$ cat config.mk
export PLATFORM = sky130hd
export DESIGN_NAME = interrupt_ack_sequencer
export DESIGN_NICKNAME = d
export VERILOG_FILES = /design/src/rtl/interrupt_ack_sequencer_pkg.sv /design/src/rtl/priority_resolver_fixed.sv /design/src/rtl/interrupt_ack_sequencer.sv
export SDC_FILE = /design/constraint.sdc
export NUM_CORES = 1
export LEC_CHECK = 0
export ABC_AREA = 0
export BUFFER_PORTS_ARGS = -buffer_cell sky130_fd_sc_hd__buf_2
export CAP_MARGIN = 20
export CORE_UTILIZATION = 40
export CTS_CLUSTER_SIZE = 40
export DETAILED_ROUTE_END_ITERATION = 6
export PLACE_DENSITY = 0.67
export SKIP_LAST_GASP = 1
export SLEW_MARGIN = 20
export SYNTH_ARGS = -nofsm -noshare
export SYNTH_HDL_FRONTEND = slang
export SYNTH_SLANG_ARGS = --single-unit
export TNS_END_PERCENT = 50
$ cat constraint.sdc
create_clock -name clock -period 4.5 [get_ports clock]
set_input_delay 0.45 -clock clock [delete_from_list [all_inputs] [get_ports clock]]
set_output_delay 0.45 -clock clock [all_outputs]
set_load 0.005 [all_outputs]
$ cat src/rtl/interrupt_ack_sequencer_pkg.sv
// Shared types and constants for the 8259-style interrupt acknowledge sequencer.
package interrupt_ack_sequencer_pkg;

    localparam int         IR_WIDTH       = 8;
    localparam logic [2:0] SPURIOUS_LEVEL = 3'd7;

    typedef enum logic [2:0] {
        IDLE,
        WAIT_ACK1,
        WAIT_GAP,
        WAIT_ACK2,
        WAIT_END
    } ack_state_t;

    // Index of the set bit in a one-hot level vector (0 when empty).
    function automatic logic [2:0] onehot_to_level(input logic [IR_WIDTH-1:0] onehot);
        logic [2:0] level;
        level = '0;
        for (int i = 0; i < IR_WIDTH; i++) begin
            if (onehot[i]) level = 3'(i);
        end
        return level;
    endfunction

endpackage

$ cat src/rtl/priority_resolver_fixed.sv
// Fixed-priority resolver: IR0 highest. Requests at or below the highest
// in-service level are masked, and the lowest remaining index is granted.
module priority_resolver_fixed
    import interrupt_ack_sequencer_pkg::*;
(
    input  logic [IR_WIDTH-1:0] request,
    input  logic [IR_WIDTH-1:0] in_service,
    output logic [IR_WIDTH-1:0] eligible,
    output logic [IR_WIDTH-1:0] grant
);

    logic [IR_WIDTH-1:0] allowed;
    logic                blocked;
    logic                found;

    // A level is allowed only if no level of equal or higher priority is in service.
    always_comb begin
        blocked = 1'b0;
        allowed = '0;
        for (int i = 0; i < IR_WIDTH; i++) begin
            blocked    = blocked | in_service[i];
            allowed[i] = ~blocked;
        end
    end

    assign eligible = request & allowed;

    always_comb begin
        found = 1'b0;
        grant = '0;
        for (int i = 0; i < IR_WIDTH; i++) begin
            if (eligible[i] && !found) begin
                grant[i] = 1'b1;
                found    = 1'b1;
            end
        end
    end

endmodule

$ cat src/rtl/interrupt_ack_sequencer.sv
// Interrupt acknowledge sequencer: raises INT for eligible requests, walks the
// two-pulse INTA handshake, maintains the ISR and drives the vector byte.
module interrupt_ack_sequencer
    import interrupt_ack_sequencer_pkg::*;
(
    input  logic                clock,
    input  logic                reset,
    input  logic [IR_WIDTH-1:0] interrupt_request_register,
    input  logic [IR_WIDTH-1:0] interrupt_mask,
    input  logic [4:0]          vector_base,
    input  logic                auto_eoi,
    input  logic                end_of_interrupt,
    input  logic                inta_n,
    output logic                interrupt_to_cpu,
    output logic                freeze,
    output logic [IR_WIDTH-1:0] clear_interrupt_request,
    output logic [IR_WIDTH-1:0] in_service_register,
    output logic [7:0]          data_out,
    output logic                data_out_enable
);

    ack_state_t          state;
    logic                inta_q;
    logic                inta_fall;
    logic                inta_rise;
    logic [IR_WIDTH-1:0] masked_request;
    logic [IR_WIDTH-1:0] eligible;
    logic [IR_WIDTH-1:0] request_grant;
    logic [IR_WIDTH-1:0] eoi_eligible;
    logic [IR_WIDTH-1:0] eoi_grant;
    logic [IR_WIDTH-1:0] eoi_clear;
    logic [IR_WIDTH-1:0] isr_set;
    logic [IR_WIDTH-1:0] isr_auto_clear;
    logic [2:0]          level;
    logic                spurious;

    assign inta_fall      = inta_q & ~inta_n;
    assign inta_rise      = ~inta_q & inta_n;
    assign masked_request = interrupt_request_register & ~interrupt_mask;

    priority_resolver_fixed u_request_resolver (
        .request    (masked_request),
        .in_service (in_service_register),
        .eligible   (eligible),
        .grant      (request_grant)
    );

    // With nothing masked, the grant is simply the highest-priority ISR bit.
    priority_resolver_fixed u_eoi_resolver (
        .request    (in_service_register),
        .in_service ('0),
        .eligible   (eoi_eligible),
        .grant      (eoi_grant)
    );

    assign eoi_clear = (end_of_interrupt && (|eoi_eligible)) ? eoi_grant : '0;

    // EOI/auto-EOI act on the registered ISR; a new set is OR-ed in afterwards.
    always_comb begin
        isr_set        = '0;
        isr_auto_clear = '0;
        if (state == WAIT_ACK1 && inta_fall) isr_set = request_grant;
        if (state == WAIT_END && inta_rise && auto_eoi && !spurious)
            isr_auto_clear = IR_WIDTH'(1) << level;
    end

    always_ff @(posedge clock) begin
        if (reset) begin
            state                   <= IDLE;
            inta_q                  <= 1'b1;
            interrupt_to_cpu        <= 1'b0;
            freeze                  <= 1'b0;
            clear_interrupt_request <= '0;
            in_service_register     <= '0;
            data_out                <= '0;
            data_out_enable         <= 1'b0;
            level                   <= SPURIOUS_LEVEL;
            spurious                <= 1'b0;
        end else begin
            inta_q                  <= inta_n;
            clear_interrupt_request <= '0;
            in_service_register     <= (in_service_register & ~eoi_clear & ~isr_auto_clear) | isr_set;
            case (state)
                IDLE: begin
                    if (|eligible) begin
                        state            <= WAIT_ACK1;
                        interrupt_to_cpu <= 1'b1;
                    end
                end
                WAIT_ACK1: begin
                    if (inta_fall) begin
                        state                   <= WAIT_GAP;
                        freeze                  <= 1'b1;
                        clear_interrupt_request <= request_grant;
                        if (|eligible) begin
                            level    <= onehot_to_level(request_grant);
                            spurious <= 1'b0;
                        end else begin
                            level    <= SPURIOUS_LEVEL;
                            spurious <= 1'b1;
                        end
                    end
                end
                WAIT_GAP: begin
                    if (inta_rise) state <= WAIT_ACK2;
                end
                WAIT_ACK2: begin
                    if (inta_fall) begin
                        state           <= WAIT_END;
                        data_out_enable <= 1'b1;
                        data_out        <= {vector_base, level};
                    end
                end
                WAIT_END: begin
                    if (inta_rise) begin
                        state            <= IDLE;
                        data_out_enable  <= 1'b0;
                        data_out         <= '0;
                        freeze           <= 1'b0;
                        interrupt_to_cpu <= 1'b0;
                    end
                end
                default: state <= IDLE;
            endcase
        end
    end

endmodule

# Word-level counts from Yosys, hierarchy flattened
# Index checks and enable logic that the tools add are counted.
op_classes:
  eq_ne: 9
  shift: 1
  bitwise_logic: 29
  reduce_logical: 46
  muxes: 55
op_table:
  columns: ["operator", "n"]
  rows:
  - ["8-bit 2-to-1 mux", 5]
  - ["3-bit 2-to-1 mux", 12]
  - ["1-bit 2-to-1 mux", 33]
  - ["8-bit AND", 4]
  - ["8-bit NOT", 3]
  - ["1-bit logical AND", 19]
  - ["8-bit case mux with 2 select lines", 1]
  - ["8-bit OR reduction", 2]
  - ["1-bit logical NOT", 15]
  - ["3-bit case mux with 5 select lines", 1]
  - ["1-bit NOT", 12]
  - ["2-bit != test (second input constant)", 5]
  - ["3-bit AND reduction", 3]
  - ["8-bit OR", 1]
  - ["1-bit by 3-bit left shift with 8-bit output (first input constant)", 1]
  - ["1-bit OR", 7]
  - ["3-bit by 2-bit equality test with 1-bit output (second input constant)", 2]
  - ["1-bit case mux with 2 select lines", 3]
  - ["2-bit nonzero test", 3]
  - ["5-bit AND reduction", 1]
  - ["3-bit by 1-bit equality test with 1-bit output (second input constant)", 1]
  - ["3-bit equality test (second input constant)", 1]
  - ["3-bit logical NOT", 1]
  - ["3-bit OR reduction", 1]
  - ["other kinds (2)", 3]
totals:
  input_bits: 26
  out_inout_bits: 27
  register_bits: 35
  wordCells: 150

# Logic depth before layout (Yosys ltp)
depth:
  depth_word: 33
  depth_mapped: 7
  mapped_depth_nobuf: 5

# By module
# From an unflattened synthesis, not the netlist that was laid out.
unflattened:
  cells_unflattened: 252
  hier_area_um2: 2115.8
modules_own_cells:
  columns: ["mod", "area_per_inst_um2", "n_inst", "cells_per_inst", "seq_area_each_um2"]
  rows:
  - ["interrupt_ack_sequencer", 1680.4, 1, 184, 700.7]
  - ["priority_resolver_fixed", 217.7, 2, 34, 0.0]

# Least setup slack after synthesis
# No wires, ideal clock.
synth_timing:
  path_kind: "reg2reg"
  start: "register in_service_register[0]"
  end: "register level[0]"
  path_stages_with_launch: 7
  period_less_slack_ps: 1964
  required_ps: 4384
  setup_ps: 116
  t_arrival_ps: 1848
  setup_slack_ps: 2536
  n_path_buf: 1
  path_cell_list: "dfxtp_1 buf_6 or4_4 nor2_2 nand4b_1 or4b_1 o211a_1"
synth_between:
  elab_chain_len: 26
  word_cells_on_any_way: 53
  classes_between: "22 x mux; 16 x bitwise; 15 x reduce/logical"
synth_lines:
  columns: ["item", "line_no", "rtl"]
  rows:
  - ["from (decl)", "interrupt_ack_sequencer.sv:17", "output logic [IR_WIDTH-1:0] in_service_register,"]
  - ["from (signal assigned)", "interrupt_ack_sequencer.sv:82", "in_service_register <= (in_service_register & ~eoi_clear & ~isr_auto_clear) | isr_set;"]
  - ["1-bit NOT", "priority_resolver_fixed.sv:22", "allowed[i] = ~blocked;"]
  - ["8-bit AND (*)", "priority_resolver_fixed.sv:26", "assign eligible = request & allowed;"]
  - ["1-bit 2-to-1 mux", "priority_resolver_fixed.sv:32", "if (eligible[i] && !found) begin"]
  - ["1-bit logical NOT", "priority_resolver_fixed.sv:32", null]
  - ["1-bit logical AND", "priority_resolver_fixed.sv:32", null]
  - ["1-bit 2-to-1 mux", "priority_resolver_fixed.sv:32", null]
  - ["1-bit logical NOT", "priority_resolver_fixed.sv:32", null]
  - ["1-bit logical AND", "priority_resolver_fixed.sv:32", null]
  - ["(+10 left out)", null, null]
  - ["1-bit logical NOT", "priority_resolver_fixed.sv:32", null]
  - ["1-bit logical AND", "priority_resolver_fixed.sv:32", null]
  - ["1-bit 2-to-1 mux", "priority_resolver_fixed.sv:32", null]
  - ["1-bit logical NOT", "priority_resolver_fixed.sv:32", null]
  - ["1-bit logical AND", "priority_resolver_fixed.sv:32", null]
  - ["1-bit 2-to-1 mux", "priority_resolver_fixed.sv:32", null]
  - ["3-bit 2-to-1 mux", "interrupt_ack_sequencer_pkg.sv:20", "if (onehot[i]) level = 3'(i);"]
  - ["3-bit 2-to-1 mux (*)", "interrupt_ack_sequencer.sv:95", "if (|eligible) begin"]
  - ["to (signal assigned)", "interrupt_ack_sequencer.sv:96", "level <= onehot_to_level(request_grant);"]
  - ["to (decl)", "interrupt_ack_sequencer.sv:34", "logic [2:0] level;"]
# Every way passes the cells marked *; elsewhere a longest branch is shown, timed or not.
# A chain may end at the register's enable or synchronous reset.

# Worst setup path after layout
layout_timing:
  start: "register in_service_register[0]"
  end: "register in_service_register[5]"
layout_between:
  elab_chain_len: 21
  word_cells_on_any_way: 52
  classes_between: "14 x mux; 16 x bitwise; 22 x reduce/logical"
layout_lines:
  columns: ["item", "line_no", "rtl"]
  rows:
  - ["1-bit 2-to-1 mux", "priority_resolver_fixed.sv:32", null]
  - ["1-bit logical NOT", "priority_resolver_fixed.sv:32", null]
  - ["1-bit logical AND", "priority_resolver_fixed.sv:32", null]
  - ["1-bit 2-to-1 mux", "priority_resolver_fixed.sv:32", null]
  - ["1-bit logical NOT", "priority_resolver_fixed.sv:32", null]
  - ["1-bit logical AND", "priority_resolver_fixed.sv:32", null]
  - ["1-bit 2-to-1 mux", "priority_resolver_fixed.sv:32", null]
  - ["1-bit logical NOT", "priority_resolver_fixed.sv:32", null]
  - ["(+4 left out)", null, null]
  - ["1-bit 2-to-1 mux", "priority_resolver_fixed.sv:32", null]
  - ["1-bit logical NOT", "priority_resolver_fixed.sv:32", null]
  - ["1-bit logical AND", "priority_resolver_fixed.sv:32", null]
  - ["1-bit 2-to-1 mux", "priority_resolver_fixed.sv:32", null]
  - ["8-bit 2-to-1 mux", "interrupt_ack_sequencer.sv:56", "assign eoi_clear = (end_of_interrupt && (|eoi_eligible)) ? eoi_grant : '0;"]
  - ["8-bit NOT", "interrupt_ack_sequencer.sv:82", null]
  - ["8-bit AND (2 in a row)", "interrupt_ack_sequencer.sv:82", null]
  - ["8-bit OR (*)", "interrupt_ack_sequencer.sv:82", null]
# Marked as above.

==> results.py <==
metrics = {
    "placement": {
        "io_buffers": 52,
        "post-dp-hpwl_um": 2820,
        "place.gp.congestion": 0.861,
        "dpl_cell_area_mm2": 0.00185,
    },
    "yosys": {
        "synth_cells": 176,
        "synth_largest_area_cell": "dfxtp_1",
        "synthTopCellsByArea": "dfxtp_1 (45%), nor2_1 (4.8%), a22oi_1 (3.8%), nand2b_1 (3.6%), nand2_1 (3.1%)",
        "synthesis.nets": 202,
        "synth_seq_cells": 35,
        "syn_avg_cell_area_um2": 8.89,
        "yosys.area.top_type_share_pct": 44.8,
        "synthArstFlopShare_pct": 0,
        "ys_warn_count": 0,
        "yosysUniqueCellTypes": 46,
        "synth_edf_count": 0,
        "synth_flop_cell": "dfxtp_1",
        "yosysSeqAreaShare_pct": 44.8,
        "syn_area_mm2": 0.00156,
    },
    "cells_and_area": {
        "area_growth_pct": 24.5,
        "layout-drive-gt1-share_pct": 30.7,
        "final_common_cell": "buf_2",
        "fin_area_mm2": 0.00195,
        "layout_common_cells": "buf_2 (52), dfxtp_1 (35), nor2_1 (20)",
        "num_antenna_cells": 0,
        "post-route-util_pct": 52.4,
        "layout.nets": 253,
    },
    "routing": {
        "wl_per_cell_um": 13.7,
        "drc": 0,
        "vias_per_cell": 5.51,
        "totalWireLength_um": 3780,
        "num_vias": 1522,
        "final_antenna_net_count": 0,
        "drt-pass1-iter-count": 4,
        "dr.first_iter.drc_count": 100,
    },
    "power_and_ir_drop": {
        "pwr-share-comb_pct": 12.6,
        "p_per_area_mw_per_mm2": 343,
        "leakage_uw": 0.000870,
        "pwr-share-seq_pct": 50.0,
        "swShare_pct": 25.2,
        "power_switching_uw": 169,
        "power_frac_clock_pct": 37.4,
        "max-vdd-ir-drop_uv": 221,
        "p_int_uw": 500,
    },
    "critical_path": {
        "critPathMaxFanout": 10,
        "critPathRequiredTime_ns": 4.69,
        "cp-endpoint": "in_service_register[5]",
        "cp-end-kind": "register",
        "crit_type": "reg -> reg",
        "critPathLaunch": "in_service_register[0]",
        "reg2reg_slack_ns": 2.38,
        "r2r-start": "in_service_register[0]",
        "rr_worst_depth": 5,
        "critPathArrivalTime_ns": 2.31,
        "r2r_end": "in_service_register[5]",
        "cp-start-kind": "register",
    },
    "timing": {
        "drv_slew": 0,
        "min_period_ns": 2.12,
        "max_freq_mhz": 472,
        "finClkSkew_ns": 0.00575,
        "setup_viol": 0,
        "relSlewSlack_pct": 55.1,
        "fin_crit_sh_pct": 47.1,
        "rsz0062_at_grt": "no",
        "tightest_slew_ns": 0.668,
        "setup_tns_ns": 0,
        "finalHoldViolCount": 0,
    },
    "cts": {
        "cts_htree_levels": 2,
        "clkSinkCount": 35,
        "holdBufCountCts": 0,
        "cts_made_buffers": 5,
        "cts_resized": 0,
        "clkLatencyLatePin_ns": 0.29,
        "root_buffer": "clkbuf_8",
        "clk_pin_slew_ns": 0.07,
        "clockBufferDepth": 2,
        "tritoncts": "yes",
        "postCtsSetupBuffers": 0,
    },
    "floorplanning": {
        "initial_core_util_pct": 42.1,
        "dieHeight_um": 64.5,
        "die_w_um": 64.5,
        "die_area_mm2": 0.00416,
        "core_area_mm2": 0.00372,
        "std_cell_rows": 22,
        "io_pins": 53,
    },
    "grt": {
        "antenna_found_initial": 0,
        "grt_overflow": 0,
        "grt_max_degree": 21,
        "grt_pass1_vias": 1348,
        "grtUsageTotal_pct": 20.0,
        "grt_first_pass_wirelength_um": 6370,
    },
    "min_path": {
        "hold_class": "in -> reg",
    },
    "job": {
        "cap_violations": 0,
    },
    "status": {
        "outcome": "finished clean",
    },
}
[synthesized netlist by cell type (2+ instances only)]
cell type / n
o311a_1: 2
or2_2: 3
nor3_1: 4
o2111ai_1: 3
o21ai_0: 6
or3b_2: 2
o31ai_1: 3
nor4_1: 5
nor3b_1: 3
a22oi_1: 8
nand2b_1: 9
nand2_1: 13
nor2b_1: 5
inv_1: 3
a21oi_1: 6
clkbuf_1: 7
or4_1: 3
and2_1: 2
and3_1: 2
nand3_1: 6
nor2_1: 20
dfxtp_1: 35
or3_2: 2
nand4b_1: 2
[critical path: stages, from the launching register on]
cell and delay, ns:
dfxtp_1 0.39, or4_4 0.60, o31ai_1 0.61, or2_2 0.22, o2111ai_1 0.11, o41ai_1 0.09
[per-layer routing]
metal / track usage [%] / vias up / wire length [um]
met5: 0 / - / 0
met4: 6.94 / 0 / 48
met3: 6.34 / 7 / 300
met2: 31.1 / 67 / 1680
met1: 25.9 / 691 / 1750
li1: - / 757 / -
[stage by stage]
step	worst slack (ns)	std cells	hold WS (ns)	power, uW
after floorplan	2.54	176	0.449	395
after global placement	2.39	268	0.456	425
after detailed placement	2.33	268	0.456	425
after CTS	2.42	276	0.408	670
after global routing	2.24	276	0.420	700
final	2.38	276	0.413	669
[power groups by stage]
stage          clock network (uW)  logic [uW]  registers [uW]
5_1_grt                       268        95.0             336
3_3_place_gp                    0        84.1             341
4_1_cts                       252        84.2             334
2_1_floorplan                   0        58.3             337
6_report                      250        84.0             335
3_5_place_dp                    0        83.8             341
[cells by family (layout without fill, tap and decap cells)]
kind of cell | count (synthesis) | after routing | share of synthesized area (%)
and+or+nand+nor | 88 | 88 | 31.8
AOI/OAI and AO/OA | 40 | 40 | 19.0
DFF | 35 | 35 | 44.8
buffers and inverters | 11 | 63 | 3.12
xor gates and xnor gates | 1 | 1 | 0.560
muxes | 1 | 1 | 0.640
[worst min path at each step]
stage | slack (ns) | cells after the start | start | to
after floorplan | 0.45 | 2 | spurious | spurious
after global placement | 0.46 | 2 | freeze | freeze
after detailed placement | 0.46 | 2 | freeze | freeze
after CTS | 0.41 | 3 | vector_base[2] | data_out[5]
after global routing | 0.42 | 2 | inta_n | inta_q
final | 0.41 | 3 | vector_base[1] | data_out[4]
[final cells by class]
cell class,instances,area (um^2)
inverter,3,11.3
timing repair buffer,52,260
tap,48,60.1
fill,376,1770
sequential,35,701
multi-input combinational,130,815
clock buffer,8,100
[state kept, by name, indices dropped and copies added, names as in the netlist]
signal,count
clear_interrupt_request,8
data_out,8
in_service_register,8
level,3
state,3
data_out_enable,1
freeze,1
inta_q,1
interrupt_to_cpu,1
spurious,1
No activity file was read; power rests on OpenSTA's default activity.
